[src/rtl/unstrip_pkg.sv]
// Shared types and constants for the two-lane unstripe scheduler.
package unstrip_pkg;

    localparam int DATA_W_DEF = 32;
    localparam int ERR_CNT_W  = 8;
    localparam logic [ERR_CNT_W-1:0] ERR_CNT_MAX = '1;

    typedef enum logic [1:0] {
        IDLE  = 2'd0,
        RUN   = 2'd1,
        FLUSH = 2'd2
    } state_t;

endpackage

[src/rtl/lane_fifo.sv]
// Small first-word-fall-through FIFO for one lane; the head word is readable
// combinationally so the scheduler's output register is the only pipeline stage.
module lane_fifo #(
    parameter int  DATA_W = 32,
    parameter int  DEPTH  = 4,
    localparam int PTR_W  = $clog2(DEPTH),
    localparam int CNT_W  = $clog2(DEPTH) + 1
) (
    input  logic              clk,
    input  logic              i_clr,
    input  logic              i_push,
    input  logic [DATA_W-1:0] i_data,
    input  logic              i_pop,
    output logic [DATA_W-1:0] o_data,
    output logic              o_full,
    output logic              o_empty,
    output logic [CNT_W-1:0]  o_count
);

    logic [DATA_W-1:0] r_mem [DEPTH];
    logic [PTR_W-1:0]  r_wr_ptr;
    logic [PTR_W-1:0]  r_rd_ptr;
    logic [CNT_W-1:0]  r_count;
    logic              w_push;
    logic              w_pop;

    assign w_push  = i_push && !o_full;
    assign w_pop   = i_pop && !o_empty;
    assign o_full  = (r_count == CNT_W'(DEPTH));
    assign o_empty = (r_count == '0);
    assign o_count = r_count;
    assign o_data  = r_mem[r_rd_ptr];

    always_ff @(posedge clk) begin
        if (w_push) begin
            r_mem[r_wr_ptr] <= i_data;
        end
    end

    // DEPTH is a power of two, so pointers wrap naturally.
    always_ff @(posedge clk) begin
        if (i_clr) begin
            r_wr_ptr <= '0;
            r_rd_ptr <= '0;
            r_count  <= '0;
        end else begin
            if (w_push) begin
                r_wr_ptr <= r_wr_ptr + 1'b1;
            end
            if (w_pop) begin
                r_rd_ptr <= r_rd_ptr + 1'b1;
            end
            case ({w_push, w_pop})
                2'b10:   r_count <= r_count + 1'b1;
                2'b01:   r_count <= r_count - 1'b1;
                default: r_count <= r_count;
            endcase
        end
    end

endmodule

[src/rtl/unstrip_scheduler.sv]
// Recombines two striped lanes into one ordered stream by popping the lane
// FIFOs in strict alternation; a lane overflow forces a one-cycle flush.
module unstrip_scheduler
    import unstrip_pkg::*;
#(
    parameter int DATA_W     = DATA_W_DEF,
    parameter int FIFO_DEPTH = 4
) (
    input  logic                 clk_2f,
    input  logic                 reset_L,
    input  logic                 valid_0,
    input  logic [DATA_W-1:0]    lane_0,
    input  logic                 valid_1,
    input  logic [DATA_W-1:0]    lane_1,
    input  logic                 out_ready,
    output logic                 ready_0,
    output logic                 ready_1,
    output logic [DATA_W-1:0]    data_out,
    output logic                 valid_out,
    output logic                 skew_err,
    output logic [ERR_CNT_W-1:0] err_cnt
);

    localparam int CNT_W = $clog2(FIFO_DEPTH) + 1;

    state_t               r_state;
    state_t               w_state_next;
    logic                 r_sel;
    logic                 w_sel_next;
    logic [DATA_W-1:0]    r_data_out;
    logic                 r_valid_out;
    logic                 r_skew_err;
    logic [ERR_CNT_W-1:0] r_err_cnt;

    logic [1:0]           w_in_valid;
    logic [DATA_W-1:0]    w_in_data  [2];
    logic [DATA_W-1:0]    w_rd_data  [2];
    logic [CNT_W-1:0]     w_count    [2];
    logic [1:0]           w_full;
    logic [1:0]           w_empty;
    logic [1:0]           w_ready;
    logic [1:0]           w_push;
    logic [1:0]           w_pop;
    logic [1:0]           w_ovf;
    logic                 w_overflow;
    logic                 w_flushing;
    logic                 w_fifo_clr;
    logic                 w_adv;
    logic                 w_both_empty;
    logic                 w_load;
    logic                 w_pop_lane;

    assign w_in_valid   = {valid_1, valid_0};
    assign w_in_data[0] = lane_0;
    assign w_in_data[1] = lane_1;

    assign w_flushing   = (r_state == FLUSH);
    assign w_fifo_clr   = !reset_L || w_flushing;
    assign w_adv        = !r_valid_out || out_ready;
    assign w_both_empty = (w_count[0] == '0) && (w_count[1] == '0);
    assign w_overflow   = |w_ovf;

    generate
        for (genvar gi = 0; gi < 2; gi++) begin : g_lane
            assign w_ready[gi] = reset_L && !w_flushing && !w_full[gi];
            assign w_push[gi]  = w_in_valid[gi] && w_ready[gi];
            // A word offered to a full FIFO is dropped and triggers resync.
            assign w_ovf[gi]   = reset_L && !w_flushing && w_in_valid[gi] && w_full[gi];

            lane_fifo #(
                .DATA_W (DATA_W),
                .DEPTH  (FIFO_DEPTH)
            ) u_fifo (
                .clk     (clk_2f),
                .i_clr   (w_fifo_clr),
                .i_push  (w_push[gi]),
                .i_data  (w_in_data[gi]),
                .i_pop   (w_pop[gi]),
                .o_data  (w_rd_data[gi]),
                .o_full  (w_full[gi]),
                .o_empty (w_empty[gi]),
                .o_count (w_count[gi])
            );
        end
    endgenerate

    always_comb begin
        w_state_next = r_state;
        w_sel_next   = r_sel;
        w_pop        = '0;
        w_load       = 1'b0;
        w_pop_lane   = r_sel;
        case (r_state)
            IDLE: begin
                w_sel_next = 1'b0;
                // A pair starts only once both lanes have data, absorbing skew.
                if (!w_empty[0] && !w_empty[1] && w_adv) begin
                    w_pop[0]     = 1'b1;
                    w_load       = 1'b1;
                    w_pop_lane   = 1'b0;
                    w_sel_next   = 1'b1;
                    w_state_next = RUN;
                end
            end
            RUN: begin
                if (!w_empty[r_sel] && w_adv) begin
                    w_pop[r_sel] = 1'b1;
                    w_load       = 1'b1;
                    w_sel_next   = !r_sel;
                end else if (!r_sel && w_both_empty && w_adv) begin
                    w_state_next = IDLE;
                end
            end
            FLUSH: begin
                w_sel_next   = 1'b0;
                w_state_next = IDLE;
            end
            default: begin
                w_sel_next   = 1'b0;
                w_state_next = IDLE;
            end
        endcase
        if (w_overflow) begin
            w_state_next = FLUSH;
        end
    end

    always_ff @(posedge clk_2f) begin
        if (!reset_L) begin
            r_state     <= IDLE;
            r_sel       <= 1'b0;
            r_data_out  <= '0;
            r_valid_out <= 1'b0;
            r_skew_err  <= 1'b0;
            r_err_cnt   <= '0;
        end else begin
            r_state    <= w_state_next;
            r_sel      <= w_sel_next;
            r_skew_err <= w_overflow;
            if (w_flushing) begin
                r_valid_out <= 1'b0;
                if (r_err_cnt != ERR_CNT_MAX) begin
                    r_err_cnt <= r_err_cnt + 1'b1;
                end
            end else if (w_load) begin
                r_data_out  <= w_rd_data[w_pop_lane];
                r_valid_out <= 1'b1;
            end else if (out_ready) begin
                r_valid_out <= 1'b0;
            end
        end
    end

    assign ready_0   = w_ready[0];
    assign ready_1   = w_ready[1];
    assign data_out  = r_data_out;
    assign valid_out = r_valid_out;
    assign skew_err  = r_skew_err;
    assign err_cnt   = r_err_cnt;

endmodule

[config.mk]
export PLATFORM = sky130hd
export DESIGN_NAME = unstrip_scheduler
export DESIGN_NICKNAME = d
export VERILOG_FILES = /design/src/rtl/unstrip_pkg.sv /design/src/rtl/lane_fifo.sv /design/src/rtl/unstrip_scheduler.sv
export SDC_FILE = /design/constraint.sdc
export NUM_CORES = 1
export LEC_CHECK = 0
export ABC_AREA = 1
export CAP_MARGIN = 20
export CELL_PAD_IN_SITES_DETAIL_PLACEMENT = 0
export CELL_PAD_IN_SITES_GLOBAL_PLACEMENT = 1
export CORE_ASPECT_RATIO = 1.4
export CORE_MARGIN = 4
export CORE_UTILIZATION = 40
export CTS_BUF_LIST = sky130_fd_sc_hd__clkbuf_8 sky130_fd_sc_hd__clkbuf_16
export DETAILED_ROUTE_END_ITERATION = 8
export HOLD_SLACK_MARGIN = 0.03
export PLACE_DENSITY = 0.71
export SYNTH_ARGS = -nofsm -noshare
export SYNTH_HDL_FRONTEND = slang
export SYNTH_SLANG_ARGS = --single-unit
[constraint.sdc]
create_clock -name clk_2f -period 3.4 [get_ports clk_2f]
set_clock_uncertainty 0.05 [all_clocks]
set_input_delay 1.02 -clock clk_2f [delete_from_list [all_inputs] [get_ports clk_2f]]
set_output_delay 1.02 -clock clk_2f [all_outputs]
set_load 0.1 [all_outputs]
==> flow_metrics.tcl, run 1 <==
set metrics [dict create \
    outcome "complete, no violations" \
    worst-path-max-fanout 3 \
    met2_usage 0.280 \
    grt_start_max_net_pins 65 \
    drt_iter0_drc 508 \
    fin_crit_ns 3.09 \
    cts.path.max_buffers 3 \
    pwr-share-seq 0.497 \
    synth_top_area_frac 0.590 \
    cts_tree "done" \
    synth_area_sq_mm 0.0130 \
    use_met1 0.215 \
    fp.coreArea_sq_mm 0.0319 \
    p_leak_nw 5.83 \
    grt_pass1_vias 8369 \
    wl_per_cell_um 16.9 \
    post_cts_buffers 0 \
    h-tree-depth 1 \
    port_buffers 112 \
    max_slew_margin 0.391 \
    cp.required_ns 2.33 \
    die_area_sq_mm 0.0356 \
    cts_hold_buffers 0 \
    avgViaCountPerCell 4.88 \
    dp.final_hpwl_mm 18.7 \
    crit_buf_inv 2 \
    worstMarginPinSlew_ns 0.914 \
    hold_path.startpoint "data_out[25]" \
    startpoint_type "primary input" \
    clock_latency_ns 0.56 \
    fin_nets 1374 \
    die_y_um 222 \
    yosysWarnings 0 \
    fin_ws_ns 0.309 \
    p_switching_mw 2.18 \
    hold_depth 2 \
    grt-busiest-layer "met2" \
    synth_area_per_cell_sq_um 11.0 \
    yosysTopAreaCell "edfxtp_1" \
    power_density_mw_per_mm2 567 \
    dr.pass1.iters 5 \
    fin_tns_setup_ns 0 \
    final_util 0.490 \
    die_w_um 161 \
    num_antenna_cells 0 \
    yosys-top-cells-area "edfxtp_1, dfxtp_1, nor2_1" \
    ys_ff_latch 319 \
    vias 8539 \
    syn-num-nets 1267 \
    crit_arrival_ns 2.02 \
    r2r_slack_ns 1.06 \
    syn_to_final_growth_pct 19.8 \
    wl_mm 29.6 \
    r2r_cells 13 \
    cp_slowest_cell "clkdlybuf4s50_1" \
    antenna_found_initial 0 \
    gr-total-overflow 0 \
    pin_count 113 \
    drc 0 \
    rsz0062_at_grt "false" \
    ir_worst_vdd_mv 0.413 \
    sw_frac_of_total 0.247 \
    grt_use_total 0.163 \
    start_util 0.409 \
    path_clk_slew_ns 0.06 \
    cts_resized 0 \
    r2r_end "g_lane[0].u_fifo.o_count[2]" \
    max_stage_delay_ns 0.50 \
    numCtsBuffers 30 \
    setup-violations-final 0 \
    yosysSeqAreaShare 0.687 \
    crit_family "buffers and inverters" \
    path_depth 4 \
    hold_end "data_out[25]" \
    drive_above_1_share 0.129 \
    ant_nets 0 \
    path_class "in2out" \
    fillCellCount 2877 \
    hold_viol 0 \
    pre_cts_ws_ns 0.0829 \
    syn-instance-count 1185 \
    cp_cell_sequence "clkdlybuf4s50_1 > o21ai_2 > nor2_2 > buf_12" \
    endpoint_kind "output port" \
    cts_root_buf "clkbuf_16" \
    maxCapViolations 0 \
    drv_slew 0 \
    grt_pass1_wl_mm 46.3 \
    fp-row-count 77 \
    p_int_mw 6.67 \
    p_clk_frac 0.393 \
    ys_types 36 \
    fmax_ghz 0.324 \
    gp_congestion 0.766 \
    cts_sinks 319 \
    worst_hold_path_type "reg2reg" \
    fin_crit_sh 0.909 \
    r2r_start "r_sel" \
    use_met3 0.0234 \
    p_comb_frac 0.110 \
]
==> registers in the layout, summed over array words and instances (netlist names), named ones only <==
signal	cells
data_out	32
err_cnt	8
g_lane.u_fifo.o_count	6
g_lane.u_fifo.r_mem	256
g_lane.u_fifo.r_rd_ptr	4
g_lane.u_fifo.r_wr_ptr	4
r_sel	1
r_state	2
skew_err	1
valid_out	1
==> synthesized netlist by cell type, drive strengths merged <==
library cell	count
edfxtp	256
a21oi	20
nor2	251
nand4	4
o21ai	162
clkbuf	24
a21boi	1
and3	1
fa	2
xor2	5
nor3	2
o22ai	21
ha	11
or2	13
xnor2	2
nand3	72
dfxtp	63
inv	82
buf	36
nand2	157
==> worst reg2reg max path: cells and delay by family (launching register included) <==
kind                     cells  cell delay (ns)
AND/OR/NAND/NOR              4             0.41
buffers and inverters        3             0.27
AO/OA/AOI/OAI                4             0.46
adder cells (fa/ha/maj)      2             0.51
flip-flops                   1             0.53
==> routing by layer <==
layer	vias to the layer above	part of all wire	routed length, um
li1	4237	-	-
met1	4084	0.44	13100
met2	175	0.49	14600
met3	43	0.044	1310
met4	0	0.022	663
met5	-	0	0
==> layout by cell type (no fill, tap or decap), types with 5 or more instances in the layout <==
cell,netlist,final
or2_2,13,13
clkbuf_16,0,31
o22ai_1,21,21
o21ai_1,44,44
o21ai_0,116,116
a21oi_1,19,19
clkinv_2,0,7
nor2_1,245,235
inv_1,73,75
bufinv_16,0,5
edfxtp_1,256,256
buf_12,0,10
clkdlybuf4s50_1,0,68
nand3_1,71,71
nand2_1,149,149
ha_1,11,11
buf_4,10,57
inv_2,9,9
xor2_1,5,5
nor2_2,3,13
dfxtp_1,63,61
==> area by class of cell <==
| cell class | instances | area, sq um | share of cell area |
|---|---|---|---|
| tap | 434 | 543 | 0.0348 |
| inverter | 82 | 308 | 0.0197 |
| clock buffer | 31 | 776 | 0.0497 |
| timing repair buffer | 135 | 1310 | 0.0838 |
| clock inverter | 24 | 255 | 0.0164 |
| multi-input combinational | 724 | 3470 | 0.222 |
| sequential | 319 | 8950 | 0.573 |
==> power by group through the flow <==
stage	clock network [mW]	logic, mW	registers (mW)
finish	3.48	0.974	4.40
global route	3.71	1.06	4.41
floorplan	0	0.424	4.72
detailed placement	0	0.984	4.49
global placement	0	0.973	4.49
CTS	3.57	0.987	4.40
==> stage by stage <==
stage               power, mW  instance area [sq um]  hold WS, ns  std cells
floorplan                5.14                  13100        0.416       1185
global placement         5.46                  14600        0.440       1694
detailed placement       5.47                  14600        0.447       1694
CTS                      8.96                  15600        0.458       1749
global route             9.19                  15600        0.483       1749
finish                   8.85                  15600        0.453       1749
==> logic make-up after synthesis <==
logic type,share of synthesized area
AND/OR/NAND/NOR,0.164
flip-flops,0.687
XOR/XNOR,0.00470
buffers and inverters,0.0492
adder cells (fa/ha/maj),0.0136
AO/OA/AOI/OAI,0.0820
==> worst max-delay path by stage <==
| stage | startpoint | endpoint | slack, ns |
|---|---|---|---|
| 3_3_place_gp | out_ready | g_lane[0].u_fifo.o_count[2] | 0.07 |
| 6_report | reset_L | ready_0 | 0.31 |
| 4_1_cts | reset_L | ready_0 | 0.30 |
| 2_1_floorplan | reset_L | g_lane[0].u_fifo.r_mem[0][0] | -0.20 |
| 5_1_grt | reset_L | ready_0 | 0.27 |
| 3_5_place_dp | out_ready | g_lane[0].u_fifo.o_count[2] | 0.08 |
(Power assumes the default switching activity.)
==> inputs of run 2 (changes only) <==
- CTS_BUF_LIST: sky130_fd_sc_hd__clkbuf_8 sky130_fd_sc_hd__clkbuf_16 -> sky130_fd_sc_hd__clkbuf_2
==> run 2 against run 1 <==
  * Final area shrank 1.9%
  * Final cell count grew 5.0%
  * Global-route usage grew 0.33 points
  * First-iteration DRC count shrank 12%
  * Critical path type unchanged
  * Non-clock buffer count is the same
  * Critical endpoint unchanged
  * Utilization shrank 0.92 points
  * Power shrank 11%
  * Worst hold slack gained 0.0051 ns
  * Register-to-register slack lost 0.02 ns
  * Die area is the same
==> flow_metrics.tcl, run 2 (synthesis results as in run 1) <==
set metrics [dict create \
    cts_resized 0 \
    met2_usage 0.282 \
    setup-violations-final 0 \
    grt_start_max_net_pins 65 \
    antenna_found_initial 1 \
    fillCellCount 2972 \
    outcome "complete, no violations" \
    dr.pass1.iters 5 \
    sw_frac_of_total 0.278 \
    cts_root_buf "clkbuf_2" \
    r2r_start "r_sel" \
    grt_use_total 0.166 \
    largest_reg_flops 256 \
    crit_family "buffers and inverters" \
    hold_slack_ns 0.459 \
    crit_arrival_ns 2.02 \
    ant_nets 0 \
    use_met1 0.212 \
    path_clk_slew_ns 0.09 \
    worst_hold_path_type "reg2reg" \
    hold_viol 0 \
    dp_cells 1694 \
    wl_mm 29.9 \
    drt_iter0_drc 449 \
    p_clk_frac 0.321 \
    cts.path.max_buffers 3 \
    crit_buf_inv 2 \
    maxCapViolations 0 \
    fin_nets 1421 \
    avgViaCountPerCell 4.78 \
    p_leak_nw 5.89 \
    syn_to_final_growth_pct 17.5 \
    vias 8773 \
    p_switching_mw 2.20 \
    fp.coreArea_sq_mm 0.0319 \
    die_area_sq_mm 0.0356 \
    numCtsBuffers 77 \
    pwr-share-seq 0.556 \
    endpoint_kind "output port" \
    p_comb_frac 0.123 \
    path_class "in2out" \
    post_cts_buffers 0 \
    r2r_end "g_lane[0].u_fifo.o_count[2]" \
    wl_per_cell_um 16.3 \
    drive_above_1_share 0.178 \
    die_y_um 222 \
    final_cells 1836 \
    die_w_um 161 \
    cp_cell_sequence "clkdlybuf4s50_1 > o21ai_2 > nor2_2 > buf_12" \
    stdcell_area_sq_mm 0.0153 \
    cts_sinks 319 \
    fin_crit_sh 0.910 \
    regMostFlops "g_lane.u_fifo.r_mem" \
    rsz0062_at_grt "false" \
    worstMarginPinSlew_ns 0.928 \
    fin_crit_ns 3.09 \
    port_buffers 112 \
    place_area_sq_mm 0.0146 \
    hold_end "data_out[25]" \
    grt_pass1_vias 8807 \
    hold_depth 2 \
    pre_cts_ws_ns 0.0829 \
    pin_count 113 \
    fmax_ghz 0.323 \
    clock_latency_ns 0.83 \
    finalPower_mw 7.92 \
    fin_tns_setup_ns 0 \
    h-tree-depth 3 \
    grt-busiest-layer "met2" \
    startpoint_type "primary input" \
    r2r_slack_ns 1.04 \
    cp.required_ns 2.33 \
    ir_worst_vdd_mv 0.292 \
    drc 0 \
    grt_pass1_wl_mm 47.0 \
    gp_congestion 0.766 \
    start_util 0.409 \
    fp-row-count 77 \
    hold_path.startpoint "data_out[25]" \
    r2r_cells 13 \
    worst-path-max-fanout 3 \
    cts_tree "done" \
    final_cell_mix "edfxtp_1, nor2_1, nand2_1" \
    cp_slowest_cell "clkdlybuf4s50_1" \
    p_int_mw 5.71 \
    gr-total-overflow 0 \
    use_met3 0.0346 \
    max_slew_margin 0.381 \
    fin_ws_ns 0.305 \
    drv_slew 0 \
    final_util 0.480 \
    cts_hold_buffers 0 \
    layout_commonest_cell "edfxtp_1" \
    power_density_mw_per_mm2 517 \
    dp.final_hpwl_mm 18.7 \
    max_stage_delay_ns 0.51 \
]
## run 2: cell types whose count changed in the layout (fill, tap and decap cells not counted), moves of 3 or more
cell and delta:
clkbuf_2 +120, clkinv_2 -4, bufinv_16 -3, clkbuf_16 -31, clkinvlp_4 -4, inv_2 +3, clkinv_1 +8
## run 2: how the worst max path moves through the flow
stage               startpoint                      endpoint  slack, ns  depth (start not counted)
global placement     out_ready   g_lane[0].u_fifo.o_count[2]       0.07                         16
global route           reset_L                       ready_0       0.27                          4
floorplan              reset_L  g_lane[0].u_fifo.r_mem[0][0]      -0.20                          4
finish                 reset_L                       ready_0       0.31                          4
CTS                    reset_L                       ready_0       0.30                          4
detailed placement   out_ready   g_lane[0].u_fifo.o_count[2]       0.08                         16
## run 2: layout make-up
type                    instances  area, sq um  share of cell area
clock buffers                 120          601              0.0392
multi-input cells             724         3470               0.227
flip-flops and latches        319         8950               0.584
clock inverters                20          131             0.00858
repair buffers                135         1310              0.0854
well taps                     434          543              0.0355
diodes                          2         5.00            0.000327
inverters                      82          308              0.0201
## run 2: power groups by stage
| stage | Clock (mW) | Combinational [mW] | Sequential (mW) |
|---|---|---|---|
| after floorplan | 0 | 0.424 | 4.72 |
| after global placement | 0 | 0.973 | 4.49 |
| after detailed placement | 0 | 0.984 | 4.49 |
| after CTS | 2.67 | 0.987 | 4.40 |
| after global routing | 2.87 | 1.06 | 4.41 |
| final | 2.54 | 0.975 | 4.40 |
## run 2: layer usage
layer,wire length (um),vias to the layer above
met2,15000,203
met4,531,0
met5,0,-
met1,13100,4153
li1,-,4383
met3,1290,34
## run 2: worst min-delay path, stage by stage, from the launching register on
cell and delay, ns:
dfxtp_1 0.33, nor2_1 0.10, nor2_1 0.05
==> inputs of run 3 (changes only) <==
- SLEW_MARGIN: default -> 20
==> results of run 3 <==
The final DEF is identical to that of run 2; final timing and power are the same.
==> patch 1, RTL diff (settings of run 1) <==
Put one more register stage on the output `err_cnt`. The value now appears one clock later. The other outputs are not delayed to match.
--- a/src/rtl/unstrip_scheduler.sv
+++ b/src/rtl/unstrip_scheduler.sv
@@ -158,3 +158,5 @@
     assign skew_err  = r_skew_err;
-    assign err_cnt   = r_err_cnt;
+    always_ff @(posedge clk_2f) begin
+        err_cnt <= r_err_cnt;
+    end
 
Check against the original RTL: not equivalent (a bounded check fails within 10 cycles, from zero or initial values and one cycle with reset_L low).
==> patch 1 against run 1 <==
Global-route usage increased by 0.056 points; routed wire length increased by 8.1%; synthesized cell count increased by 22%; sequential share of layout area decreased by 2.9 points; sequential cell count increased by 8; setup slack got worse by 130 ps; power increased by 5.3%; cell area increased by 7.3%; area after synthesis increased by 7.0%.
==> patch 1: results <==
export IMPL_cts_inserted_buffers=34
export IMPL_hold_path_startpoint="r_err_cnt[4]$_SDFFE_PN0P_"
export IMPL_drt_iter0_markers=562
export IMPL_drive_gt1_frac=0.0992
export IMPL_clkTransAtPathRegs_ps=60
export IMPL_postRouteWirelength_mm=32.0
export IMPL_cts_max_level=2
export IMPL_holdWs_ps=347
export IMPL_syn_nets=1528
export IMPL_clk_latency_ps=520
export IMPL_gp_congestion=0.793
export IMPL_leakage_nw=7.22
export IMPL_dp_hpwl_mm=19.9
export IMPL_synth_compound_area_frac=0.0484
export IMPL_synth_common_cells="nand2_1, inv_1, edfxtp_1, nor2_1, nand3_1"
export IMPL_crit_path_end="ready_1"
export IMPL_max_vdd_ir_drop_mv=0.293
export IMPL_antenna_found_initial=1
export IMPL_synthTopCellsByArea="edfxtp_1, dfxtp_1, nand2_1"
export IMPL_ys_seq_area_frac=0.653
export IMPL_r2r_slack_ps=1120
export IMPL_post_route_min_period_ps=3220
export IMPL_r2r_cells=11
export IMPL_grt_pass1_vias=9126
export IMPL_dp_worst_setup_slack_ps=112
export IMPL_crit_family="buffers and inverters"
export IMPL_avgViaCountPerCell=4.67
export IMPL_routedWlPerCell_um=15.7
export IMPL_worst_pin_slew_ps=845
export IMPL_critPathMaxFanout=9
export IMPL_synth_adder_area_share=0.0127
export IMPL_critical_path_arrival_ps=2150
export IMPL_grt_usage=0.164
export IMPL_synth_cell_types=31
export IMPL_yosys_area_share_xor_xnor=0.00377
export IMPL_reg2reg_from="r_sel$_SDFFE_PN0P_"
export IMPL_layout_nets=1640
export IMPL_outcome="completed"
export IMPL_cp_slowest_cell="clkdlybuf4s50_1"
export IMPL_grt_first_pass_wirelength_mm=49.2
[patch 1: cell types whose count changed in the layout (fill, tap and decap cells not counted), moves of 5 or more]
| cell | change |
|---|---|
| o21ai_1 | -43 |
| nor2_1 | -82 |
| nand3_1 | +67 |
| inv_2 | -5 |
| or2_2 | -12 |
| buf_4 | +6 |
| nand2_1 | +174 |
| a21oi_1 | +31 |
| inv_1 | +188 |
| o21ai_0 | -41 |
| dfxtp_1 | +8 |
| o22ai_1 | -21 |
[patch 1: final cells by class]
class	instances	area, um2
Inverter	267	1000
Timing Repair Buffer	141	1350
Fill cell	3176	17500
Sequential cell	327	9110
Tap cell	451	564
Multi-Input combinational cell	787	3540
Clock inverter	26	302
Clock buffer	35	876
[patch 1: stage by stage]
stage | area, um2 | util | std cells
5_1_grt | 16700 | 0.489 | 2034
2_1_floorplan | 14000 | - | 1446
6_report | 16700 | 0.489 | 2034
3_3_place_gp | 15600 | 0.455 | 1973
3_5_place_dp | 15600 | 0.455 | 1973
4_1_cts | 16700 | 0.489 | 2034
[patch 1: cells by family (layout without fill, tap and decap cells)]
family	Yosys count	count (layout)
AOI/OAI and AO/OA	132	132
xor gates and xnor gates	6	6
adders and majority gates	13	13
buffers and inverters	332	469
DFF	327	327
and+or+nand+nor	636	636
[patch 1: metal layers]
metal	share of wire	GRT usage
met1	0.40	0.196
met2	0.53	0.299
met3	0.049	0.0318
met4	0.024	0.0451
met5	0.00025	0
[patch 1: report_power, final]
group | total, W | switching (W) | internal, W
clock | 0.00389 | 0.00154 | 0.00234
combinational | 0.000952 | 0.000668 | 0.000284
sequential | 0.00448 | 0.0000518 | 0.00443
total | 0.00932 | 0.00226 | 0.00706
==> patch 2, RTL diff (config.mk and constraints of run 1) <==
Made on the original files. The parameter `FIFO_DEPTH` goes from 4 to 2.
--- a/src/rtl/unstrip_scheduler.sv
+++ b/src/rtl/unstrip_scheduler.sv
@@ -6,3 +6,3 @@
     parameter int DATA_W     = DATA_W_DEF,
-    parameter int FIFO_DEPTH = 4
+    parameter int FIFO_DEPTH = 2
 ) (
Formal check against the unedited RTL: not equivalent (Yosys sat finds a counterexample within 4 cycles, from zero or initial values and one cycle with reset_L low).
==> patch 2 against run 1 <==
Area after synthesis is 41% lower; sequential cell count is 136 lower; routed wire length is 39% lower; power is 39% lower; global-route usage is 0.71 points higher; setup slack worse by 150 ps; cell area is 39% lower; combinational power is 11% lower; first-iteration DRC count is 20% lower; fmax is 4.5% lower; critical path type unchanged.
==> patch 2: results <==
export IMPL_grt_max_degree=65
export IMPL_cts_root_buf="clkbuf_16"
export IMPL_drive_gt1_frac=0.112
export IMPL_drtPass1Iterations=6
export IMPL_clkTransAtPathRegs_ps=70
export IMPL_synth_area_per_cell_um2=9.42
export IMPL_vias=5596
export IMPL_slew_headroom=0.295
export IMPL_post_cts_resize_count=0
export IMPL_dp_hpwl_mm=12.5
export IMPL_leakage_nw=3.98
export IMPL_routedWlPerCell_um=15.4
export IMPL_synth_edf_count=128
export IMPL_grt_usage=0.170
export IMPL_critPathMaxFanout=5
export IMPL_yosysWarnings=0
export IMPL_gp_congestion=0.761
export IMPL_drt_iter0_markers=407
export IMPL_layout_nets=996
export IMPL_portBuffers=112
export IMPL_stdcell_count=1181
export IMPL_critPathMaxStageDelay_ps=480
export IMPL_dpl_cell_count=1149
export IMPL_syn_nets=889
export IMPL_synthTopCellsByArea="edfxtp_1, dfxtp_1, nand2_1"
export IMPL_largest_reg_flops=128
export IMPL_ys_seq_area_frac=0.643
export IMPL_antenna_found_initial=0
export IMPL_cts_inserted_buffers=17
export IMPL_synth_common_cells="nand2_1, edfxtp_1, inv_1, nor2_1, nand3_1"
export IMPL_grt_first_pass_wirelength_mm=27.9
export IMPL_n_antenna_cell=0
export IMPL_postCtsSetupRepairBufs=0
export IMPL_outcome="completed"
export IMPL_max_vdd_ir_drop_mv=0.396
export IMPL_cts_max_level=4
export IMPL_synth_cell_types=23
export IMPL_synth_flop_cell="edfxtp_1"
export IMPL_top_register="g_lane.u_fifo.r_mem"
export IMPL_cp_slowest_cell="clkdlybuf4s50_1"
export IMPL_clk_latency_ps=430
export IMPL_critical_path_arrival_ps=2170
export IMPL_hold_path_class="reg2reg"
export IMPL_cts_buffer_depth=2
==> patch 2: through the flow <==
step / total power, W / hold slack [ps] / worst slack [ps] / cell area [um2] / TNS (ps)
floorplan: 0.00322 / 420 / -129 / 7710 / -13850
finish: 0.00536 / 457 / 162 / 9590 / 0
global route: 0.00559 / 493 / 101 / 9590 / 0
global placement: 0.00349 / 440 / 134 / 9000 / 0
detailed placement: 0.00350 / 444 / 154 / 9000 / 0
CTS: 0.00543 / 458 / 148 / 9590 / 0
==> patch 2: area by class of cell <==
type	count	area, um2
Multi-Input combinational cell	468	2080
Tap cell	244	305
Fill cell	1771	9160
Sequential cell	183	4950
Timing Repair Buffer	126	1190
Clock buffer	17	425
Inverter	128	480
Clock inverter	15	160
==> patch 2: worst paths after layout <==
check | to | startpoint | cells past startpoint | slack (ps)
min reg2reg | err_cnt[6]$_SDFFE_PN0P_ | err_cnt[6]$_SDFFE_PN0P_ | 2 | 460
max reg2reg | g_lane[0].u_fifo.o_count[1]$_SDFFE_PP0P_ | r_state[1]$_SDFFE_PN0P_ | 11 | 1300
max | ready_1 | reset_L | 6 | 160
min | err_cnt[6]$_SDFFE_PN0P_ | err_cnt[6]$_SDFFE_PN0P_ | 2 | 460
==> patch 2: where the power goes <==
| part | internal, W | leakage, nW | switching (W) |
|---|---|---|---|
| Clock | 0.000986 | 0.284 | 0.000937 |
| Sequential | 0.00250 | 1.62 | 0.0000715 |
| Combinational | 0.000265 | 2.07 | 0.000603 |
==> patch 2: layer usage <==
layer  routed length (um)  part of all wire  GRT usage  up-vias
li1                     -                 -          -     2837
met5                    0                 0          0        -
met2                10300              0.56      0.340      142
met1                 6700              0.37      0.170     2589
met4                  461             0.025     0.0675        0
met3                  777             0.043     0.0374       28
==> patch 2: logic make-up after synthesis <==
group / count (synthesis) / synth area share
compound gates: 87 / 0.0568
xor+xnor: 5 / 0.00569
fa+ha+maj: 3 / 0.00488
buf+inv: 166 / 0.0896
flops: 183 / 0.643
simple gates: 373 / 0.200
==> patch 2: critical path, delay by kind of cell <==
kind / cells / cell delay [ps]
buffers and inverters: 4 / 840
and+or+nand+nor: 2 / 300
